`config.mk`:
```
export PLATFORM = sky130hd
export DESIGN_NAME = clkgen_sequencer
export DESIGN_NICKNAME = d
export VERILOG_FILES = /design/src/rtl/clkgen_pkg.sv /design/src/rtl/sync_2ff.sv /design/src/rtl/clkgen_sequencer.sv
export SDC_FILE = /design/constraint.sdc
export NUM_CORES = 1
export LEC_CHECK = 0
export CAP_MARGIN = 40
export CORE_ASPECT_RATIO = 1.4
export CORE_MARGIN = 5
export CORE_UTILIZATION = 41
export DETAILED_ROUTE_END_ITERATION = 10
export HOLD_SLACK_MARGIN = 0.06
export SLEW_MARGIN = 10
export SYNTH_ARGS = -nofsm -noshare
export SYNTH_HDL_FRONTEND = slang
export SYNTH_HIERARCHICAL = 1
export SYNTH_SLANG_ARGS = --single-unit
```
`constraint.sdc`:
```
create_clock -name clk48 -period 2.73 [get_ports clk48]
set_input_delay 0.546 -clock clk48 [delete_from_list [all_inputs] [get_ports clk48]]
set_output_delay 0.546 -clock clk48 [all_outputs]
set_load 0.02 [all_outputs]
```
`src/rtl/clkgen_pkg.sv`:
```
// ---------------------------------------------------------------------------
// clkgen_pkg
//   Shared types and default timing constants for the clock-generator
//   control sequencer.
//   - state_e        : sequencer FSM states (HOLD, WAIT, SETTLE, RUN)
//   - DEF_*          : default parameter values (timing at 48 MHz)
//   - max3()         : helper used to size the shared cycle counter
// ---------------------------------------------------------------------------
package clkgen_pkg;

   typedef enum logic [1:0] {
      ST_HOLD   = 2'd0,   // DCM held in reset
      ST_WAIT   = 2'd1,   // waiting for lock, with timeout
      ST_SETTLE = 2'd2,   // lock seen, waiting for it to stay stable
      ST_RUN    = 2'd3    // clocks usable
   } state_e;

   localparam int unsigned DEF_RST_CYCLES    = 8;
   localparam int unsigned DEF_LOCK_TIMEOUT  = 48000;  // 1 ms at 48 MHz
   localparam int unsigned DEF_SETTLE_CYCLES = 16;
   localparam int unsigned DEF_RETRY_W       = 8;

   function automatic int unsigned max3(input int unsigned a,
                                        input int unsigned b,
                                        input int unsigned c);
      int unsigned m;
      m = a;
      if (b > m) m = b;
      if (c > m) m = c;
      return m;
   endfunction

endpackage

```
`src/rtl/sync_2ff.sv`:
```
// ---------------------------------------------------------------------------
// sync_2ff
//   Generic two-flop synchronizer for a single asynchronous level signal.
//   Output follows the input with two clk_i cycles of latency.
//   Ports:
//     clk_i   in  destination clock
//     rst_ni  in  asynchronous active-low reset, both flops clear to 0
//     d_i     in  asynchronous input level
//     q_o     out synchronized level
// ---------------------------------------------------------------------------
module sync_2ff (
   input  logic clk_i,
   input  logic rst_ni,
   input  logic d_i,
   output logic q_o
);

   logic meta_q;
   logic sync_q;

   always_ff @(posedge clk_i or negedge rst_ni) begin
      if (!rst_ni) begin
         meta_q <= 1'b0;
         sync_q <= 1'b0;
      end else begin
         meta_q <= d_i;
         sync_q <= meta_q;
      end
   end

   assign q_o = sync_q;

endmodule

```
`src/rtl/clkgen_sequencer.sv`:
```
// ---------------------------------------------------------------------------
// clkgen_sequencer
//   Control-side sequencer for the clock generator. Holds the DCM in reset
//   after power-up, waits for lock (timeout and retry), requires lock to be
//   stable before raising clocks_ready, and drops clocks_ready around lock
//   loss and fast-clock (100/160 MHz) switches. Runs on clk48.
//
//   Optional feature macro: CLKGEN_STATUS_EN adds the saturating
//   retry_count output and its counter. Without it the port is absent.
//
//   Ports:
//     clk48          in   48 MHz system clock
//     rst_n          in   asynchronous active-low reset
//     clocks_locked  in   lock status from clock generator (asynchronous)
//     clksel_req     in   requested fast clock, 0=100 MHz 1=160 MHz
//     clkgen_rst     out  DCM reset, active high
//     clksel         out  fast-clock mux select
//     clocks_ready   out  clocks locked and settled
//     lock_fail      out  set on lock timeout, cleared on entry to RUN
//     retry_count    out  lock timeouts since rst_n (CLKGEN_STATUS_EN only)
//     dbg_state      out  current FSM state
//
//   Handshake: none; clksel_req is a level compared against clksel while in
//   RUN, and a mismatch is acted on in the same cycle it is seen.
// ---------------------------------------------------------------------------
module clkgen_sequencer
   import clkgen_pkg::*;
#(
   parameter int unsigned RST_CYCLES    = DEF_RST_CYCLES,
   parameter int unsigned LOCK_TIMEOUT  = DEF_LOCK_TIMEOUT,
   parameter int unsigned SETTLE_CYCLES = DEF_SETTLE_CYCLES,
   parameter int unsigned RETRY_W       = DEF_RETRY_W
) (
   input  logic               clk48,
   input  logic               rst_n,
   input  logic               clocks_locked,
   input  logic               clksel_req,
   output logic               clkgen_rst,
   output logic               clksel,
   output logic               clocks_ready,
   output logic               lock_fail,
`ifdef CLKGEN_STATUS_EN
   output logic [RETRY_W-1:0] retry_count,
`endif
   output state_e             dbg_state
);

   localparam int unsigned CNT_MAX = max3(RST_CYCLES, LOCK_TIMEOUT, SETTLE_CYCLES);
   localparam int unsigned CNT_W   = $clog2(CNT_MAX + 1);

   localparam logic [CNT_W-1:0] RST_LAST     = CNT_W'(RST_CYCLES - 1);
   localparam logic [CNT_W-1:0] TIMEOUT_LAST = CNT_W'(LOCK_TIMEOUT - 1);
   localparam logic [CNT_W-1:0] SETTLE_LAST  = CNT_W'(SETTLE_CYCLES - 1);

   logic             locked_s;
   state_e           state_q, state_d;
   logic [CNT_W-1:0] cnt_q, cnt_d;
   logic             clkgen_rst_q, clkgen_rst_d;
   logic             clksel_q, clksel_d;
   logic             ready_q, ready_d;
   logic             lock_fail_q, lock_fail_d;
   logic             retry_inc;

   sync_2ff u_lock_sync (
      .clk_i  (clk48),
      .rst_ni (rst_n),
      .d_i    (clocks_locked),
      .q_o    (locked_s)
   );

   // Single shared counter: cleared on every state entry, so its meaning
   // (reset length, lock wait, settle length) follows the current state.
   always_comb begin
      state_d      = state_q;
      cnt_d        = cnt_q;
      clkgen_rst_d = clkgen_rst_q;
      clksel_d     = clksel_q;
      ready_d      = ready_q;
      lock_fail_d  = lock_fail_q;
      retry_inc    = 1'b0;

      case (state_q)
         ST_HOLD: begin
            clkgen_rst_d = 1'b1;
            if (cnt_q == RST_LAST) begin
               state_d      = ST_WAIT;
               cnt_d        = '0;
               clkgen_rst_d = 1'b0;
            end else begin
               cnt_d = cnt_q + CNT_W'(1);
            end
         end

         ST_WAIT: begin
            // Lock is checked first so it wins over a same-cycle timeout.
            if (locked_s) begin
               state_d = ST_SETTLE;
               cnt_d   = '0;
            end else if (cnt_q == TIMEOUT_LAST) begin
               state_d      = ST_HOLD;
               cnt_d        = '0;
               clkgen_rst_d = 1'b1;
               lock_fail_d  = 1'b1;
               retry_inc    = 1'b1;
            end else begin
               cnt_d = cnt_q + CNT_W'(1);
            end
         end

         ST_SETTLE: begin
            if (!locked_s) begin
               state_d      = ST_HOLD;
               cnt_d        = '0;
               clkgen_rst_d = 1'b1;
            end else if (cnt_q == SETTLE_LAST) begin
               state_d     = ST_RUN;
               cnt_d       = '0;
               ready_d     = 1'b1;
               lock_fail_d = 1'b0;
            end else begin
               cnt_d = cnt_q + CNT_W'(1);
            end
         end

         ST_RUN: begin
            // Lock loss has priority; a pending select change is picked up
            // the next time RUN is reached.
            if (!locked_s) begin
               state_d      = ST_HOLD;
               cnt_d        = '0;
               clkgen_rst_d = 1'b1;
               ready_d      = 1'b0;
            end else if (clksel_req != clksel_q) begin
               state_d  = ST_SETTLE;
               cnt_d    = '0;
               clksel_d = clksel_req;
               ready_d  = 1'b0;
            end
         end

         default: begin
            state_d      = ST_HOLD;
            cnt_d        = '0;
            clkgen_rst_d = 1'b1;
            ready_d      = 1'b0;
         end
      endcase
   end

   always_ff @(posedge clk48 or negedge rst_n) begin
      if (!rst_n) begin
         state_q      <= ST_HOLD;
         cnt_q        <= '0;
         clkgen_rst_q <= 1'b1;
         clksel_q     <= 1'b0;
         ready_q      <= 1'b0;
         lock_fail_q  <= 1'b0;
      end else begin
         state_q      <= state_d;
         cnt_q        <= cnt_d;
         clkgen_rst_q <= clkgen_rst_d;
         clksel_q     <= clksel_d;
         ready_q      <= ready_d;
         lock_fail_q  <= lock_fail_d;
      end
   end

`ifdef CLKGEN_STATUS_EN
   logic [RETRY_W-1:0] retry_q, retry_d;

   // Saturating: holds at all-ones rather than wrapping.
   always_comb begin
      retry_d = retry_q;
      if (retry_inc && (retry_q != '1)) begin
         retry_d = retry_q + RETRY_W'(1);
      end
   end

   always_ff @(posedge clk48 or negedge rst_n) begin
      if (!rst_n) begin
         retry_q <= '0;
      end else begin
         retry_q <= retry_d;
      end
   end

   assign retry_count = retry_q;
`else
   logic unused_retry_inc;
   assign unused_retry_inc = retry_inc;
`endif

   assign clkgen_rst   = clkgen_rst_q;
   assign clksel       = clksel_q;
   assign clocks_ready = ready_q;
   assign lock_fail    = lock_fail_q;
   assign dbg_state    = state_q;

endmodule
```
-- After elaboration in Yosys (flattened, before gate mapping)
Index checks and enable logic that the tools add are counted.
- bits in registers: 24
- bits of input ports: 4
- output and inout port bits: 6
- add/subtract/negate cells: 1
- equality and inequality tests: 16
- multiplexer cells: 29
- reduce and logical (&&, ||, !) cells: 9
- operator list (kind ; count):
    16-bit two-way mux ; 7
    16-bit case mux with 4 select lines ; 1
    16-bit by 1-bit adder with 16-bit output, second input constant ; 1
    16-bit == test, second input constant ; 1
    16-bit by 3-bit == test with 1-bit output, second input constant ; 1
    16-bit by 4-bit == test with 1-bit output, second input constant ; 1
    2-bit two-way mux ; 7
    1-bit two-way mux ; 10
    2-bit inequality test, second input constant ; 5
    2-bit case mux with 4 select lines ; 1
    4-bit AND reduction ; 2
    3-bit inequality test, second input constant ; 2
    3-bit AND reduction ; 2
    5-bit AND reduction ; 1
    2-bit == test, second input constant ; 2
    1-bit case mux with 2 select lines ; 2
    2-bit nonzero test ; 2
    3-bit by 2-bit inequality test with 1-bit output, second input constant ; 1
    1-bit case mux with 3 select lines ; 1
    2-bit by 1-bit == test with 1-bit output, second input constant ; 1
    2-bit logical NOT ; 1
    2-bit by 1-bit inequality test with 1-bit output, second input constant ; 1
    2-bit OR reduction ; 1
    1-bit inequality test ; 1

-- Depth between registers and ports, before layout
- depth after elaboration: 4
- mapped depth: 7
- depth with buffers taken out: 6

-- Cells and area by module
Netlist, hierarchy kept.
- by module, submodules not included (module ; instances ; cells an instance ; area an instance (µm²) ; seq. area each (µm²)):
    clkgen_sequencer ; 1 ; 142 ; 1355.0 ; 551.8
    sync_2ff ; 1 ; 2 ; 50.0 ; 50.0

-- Worst setup path before layout
OpenSTA, ideal clock, no wires.
- kind: reg2reg
- from: reg cnt_q[0]
- to: reg cnt_q[7]
- library setup time: 0.092 ns
- data arrival time: 1.769 ns
- data required time: 2.638 ns
- path slack: 0.869 ns
- cell stages (with the launch flop): 8
- buffers on the path: 1
- clock period less this slack: 1.861 ns
- cells stage by stage: dfrtp_1 ha_1 and3_1 and2_4 a32o_1 or2_1 buf_6 o31ai_2
- word-level cells in the longest chain between the ends: 4
- elaborated cells on any way between the ends: 10
- classes of those cells: add/sub (1); eq/ne (3); mux (6)
- RTL lines (what ; RTL line ; RTL):
    from (decl) ; clkgen_sequencer.sv:57 ; logic [CNT_W-1:0] cnt_q, cnt_d;
    from (signal assigned) ; clkgen_sequencer.sv:160 ; cnt_q <= cnt_d;
    16-bit by 1-bit adder with 16-bit output (tied with other cells) ; clkgen_sequencer.sv:90, clkgen_sequencer.sv:106, clkgen_sequencer.sv:121 ;
    16-bit two-way mux, on equally long branches ; clkgen_sequencer.sv:115, clkgen_sequencer.sv:99 ;
    16-bit two-way mux, on equally long branches ; clkgen_sequencer.sv:111, clkgen_sequencer.sv:96 ;
    16-bit case mux with 4 select lines * ; clkgen_sequencer.sv:82 ; case (state_q)
Every way passes the cells marked *; elsewhere a longest branch is shown, timed or not.
A chain may end at the register's enable or synchronous reset.

-- Final worst setup path
- from: reg cnt_q[0]
- to: reg cnt_q[9]
Same word-level chain as after synthesis.

==> results.sh <==
export IMPL_status="finished clean"
export IMPL_grt_use_total_pct=14.21
export IMPL_synth_main_ff_cell="dfrtp_1"
export IMPL_numCtsBuffers=3
export IMPL_root_buffer="clkbuf_8"
export IMPL_regArea_um2=601.8
export IMPL_multi_input_area_um2=734.5
export IMPL_postSynthAreaPerCell_um2=9.758
export IMPL_synth_seq_cells=24
export IMPL_wl_per_cell_um=16.71
export IMPL_crit_path_start_kind="flop"
export IMPL_cts_tree="built"
export IMPL_drive_gt1_share_pct=14.00
export IMPL_cp_slowest_cell="or2_1"
export IMPL_antenna_found_initial=0
export IMPL_worst_path_largest_cell_delay_ps=450
export IMPL_synth_edf_count=0
export IMPL_hpwlAfterDp_um=2252
export IMPL_ctsResizeCount=0
export IMPL_clockBufferDepth=2
export IMPL_ctsHoldBuffers=0
export IMPL_wirelength_um=3174
export IMPL_ff2ff_setup_slack_ps=470
export IMPL_first_iter_violations=37
export IMPL_seq_area_frac_synth_pct=42.83
export IMPL_coreArea_um2=3347
export IMPL_grt_pass1_vias=1079
export IMPL_yosysWarnings=6
export IMPL_relSlewSlack_pct=68.36
export IMPL_nets=156
export IMPL_rsz0062_at_grt="false"
export IMPL_max_slew_worst_pin_slew_ps=472.9
export IMPL_yosysTopAreaCell="dfrtp_1"
export IMPL_netlist_top_cells_count="dfrtp_1, nand3_1, nand2_1, a2bb2oi_1, nor2_1"
export IMPL_power_leakage_uw=0.0006768
export IMPL_synth_most_common_cell="dfrtp_1"
export IMPL_grt_ovfl_total=0
export IMPL_fin_setup_tns_ps=0
export IMPL_drc_errors=0
export IMPL_fmax_mhz=442.3
export IMPL_hold_violations=0
export IMPL_syn_area_um2=1405
export IMPL_critPathCaptureType="flop"
export IMPL_grt_max_degree=25
export IMPL_powerDensity_nw_per_um2=815.4
export IMPL_fillers=307
export IMPL_synth_top_area_share_pct=40.96
export IMPL_critPathKind="reg2reg"
export IMPL_clk_pin_slew_worst_paths_ps=90
export IMPL_ios=10
export IMPL_port_buffers=9
export IMPL_finalSetupViolCount=0
export IMPL_synth_nets=149
export IMPL_crit_path_cell_trace="ha_1, and4bb_2, nand4_1, o21ai_2, or2_1, o21ai_0"
export IMPL_place_inst=186
export IMPL_vdd_drop_max_mv=0.3774
export IMPL_max_cap_violations=0
export IMPL_finalCritPeriodShare_pct=82.82
export IMPL_initial_core_util_pct=41.98
export IMPL_clock_skew_ps=2.459
export IMPL_critPathArrivalTime_ps=2390
export IMPL_via_per_inst=6.084
export IMPL_vias=1156
export IMPL_min_path_type="reg2reg"
export IMPL_fin_hold_ws_ps=362.1
export IMPL_die_area_um2=4714
export IMPL_dr_pass1_iters=4
export IMPL_clk_latency_ps=260
export IMPL_post_cts_buffers=0
export IMPL_crit_fanout=9
export IMPL_syn2layout_area_growth_pct=12.56
export IMPL_synth_cell_type_count=42
export IMPL_antenna_cells=0
export IMPL_worstSetupStartpoint="cnt_q[0]"
export IMPL_r2r_cells=6
export IMPL_synthArstFlopShare_pct=100.0
export IMPL_required_ps=2860
export IMPL_die_x_um=59.48
export IMPL_synth_area_leaders="dfrtp_1, o31ai_2, a2bb2oi_1"
export IMPL_die_height_um=79.27
export IMPL_grt_pass1_wl_um=5209
export IMPL_slew_viol_final=0
export IMPL_layout_cells_non_filler=190
export IMPL_cp_endpoint="cnt_q[9]"
export IMPL_total_power_uw=1290
export IMPL_place_gp_congestion=0.8562
export IMPL_min_period_ps=2261
export IMPL_r2r_end="cnt_q[9]"
export IMPL_cts_sinks=24
export IMPL_ant_nets=0
export IMPL_placementRows=25
export IMPL_syn_inst=144
export IMPL_cts_max_level=1
export IMPL_r2r_start="cnt_q[0]"
==> metrics by stage <==
stage	instance area, um2	setup slack [ps]	util (%)
floorplan	1405	868.9	-
global placement	1503	387.5	44.90
detailed placement	1510	472.1	45.12
CTS	1582	450.5	47.25
global route	1582	269.7	47.25
finish	1582	468.9	47.25
==> flip-flops by register name, indices dropped and copies added (netlist names) <==
| name | count |
|---|---|
| cnt_q | 16 |
| dbg_state | 2 |
| clkgen_rst | 1 |
| clksel | 1 |
| clocks_ready | 1 |
| lock_fail | 1 |
| u_lock_sync/meta_q | 1 |
| u_lock_sync/q_o | 1 |
==> power breakdown <==
| part | switching (uW) | internal, uW |
|---|---|---|
| clock network | 117 | 196 |
| registers | 176 | 458 |
| logic | 151 | 192 |
==> kinds of logic (layout without fill, tap and decap cells) <==
logic type | after synthesis | count (layout) | share of synthesized area, %
AOI/OAI and AO/OA | 36 | 36 | 22.44
DFF | 24 | 24 | 42.83
and+or+nand+nor | 66 | 66 | 26.27
adders and majority gates | 1 | 1 | 0.8903
muxes | 1 | 1 | 0.8014
buffers and inverters | 13 | 19 | 4.897
xor gates and xnor gates | 3 | 3 | 1.870
==> layer usage <==
layer,part of all wire [%],track usage [%]
met1,45,17.88
met2,50,23.96
met3,3.7,2.439
met4,1.3,4.762
met5,0,0
==> worst max-delay path, delay by kind of cell (launching register included) <==
kind	cells	cell delay (ps)
AOI/OAI and AO/OA	2	540
adders and majority gates	1	260
DFF	1	400
and+or+nand+nor	3	920
==> cell type report <==
cell class                      instances  share of cell area, %
Sequential cell                        24                  38.05
Timing Repair Buffer                   12                  7.120
Clock inverter                          1                  1.899
Multi-Input combinational cell        107                  46.44
Clock buffer                            3                  2.611
Inverter                                3                 0.7120
Tap cell                               40                  3.165
==> worst min-delay path by stage <==
stage                             from               to  depth (start not counted)
floorplan                        rst_n           clksel                          0
global placement    u_lock_sync/meta_q  u_lock_sync/q_o                          0
detailed placement  u_lock_sync/meta_q  u_lock_sync/q_o                          0
CTS                 u_lock_sync/meta_q  u_lock_sync/q_o                          0
global route        u_lock_sync/meta_q  u_lock_sync/q_o                          0
finish              u_lock_sync/meta_q  u_lock_sync/q_o                          0
==> placed cells by master, fill, tap and decap left out, types with 5 or more instances in the layout <==
cell type / count
nor3_1: 6
nand3_1: 14
nor2_1: 8
a2bb2oi_1: 8
o21ai_0: 5
o31ai_2: 7
clkdlybuf4s50_1: 9
dfrtp_1: 23
nand2_1: 11
and3_1: 6
Power figures use the tool's default switching activity.
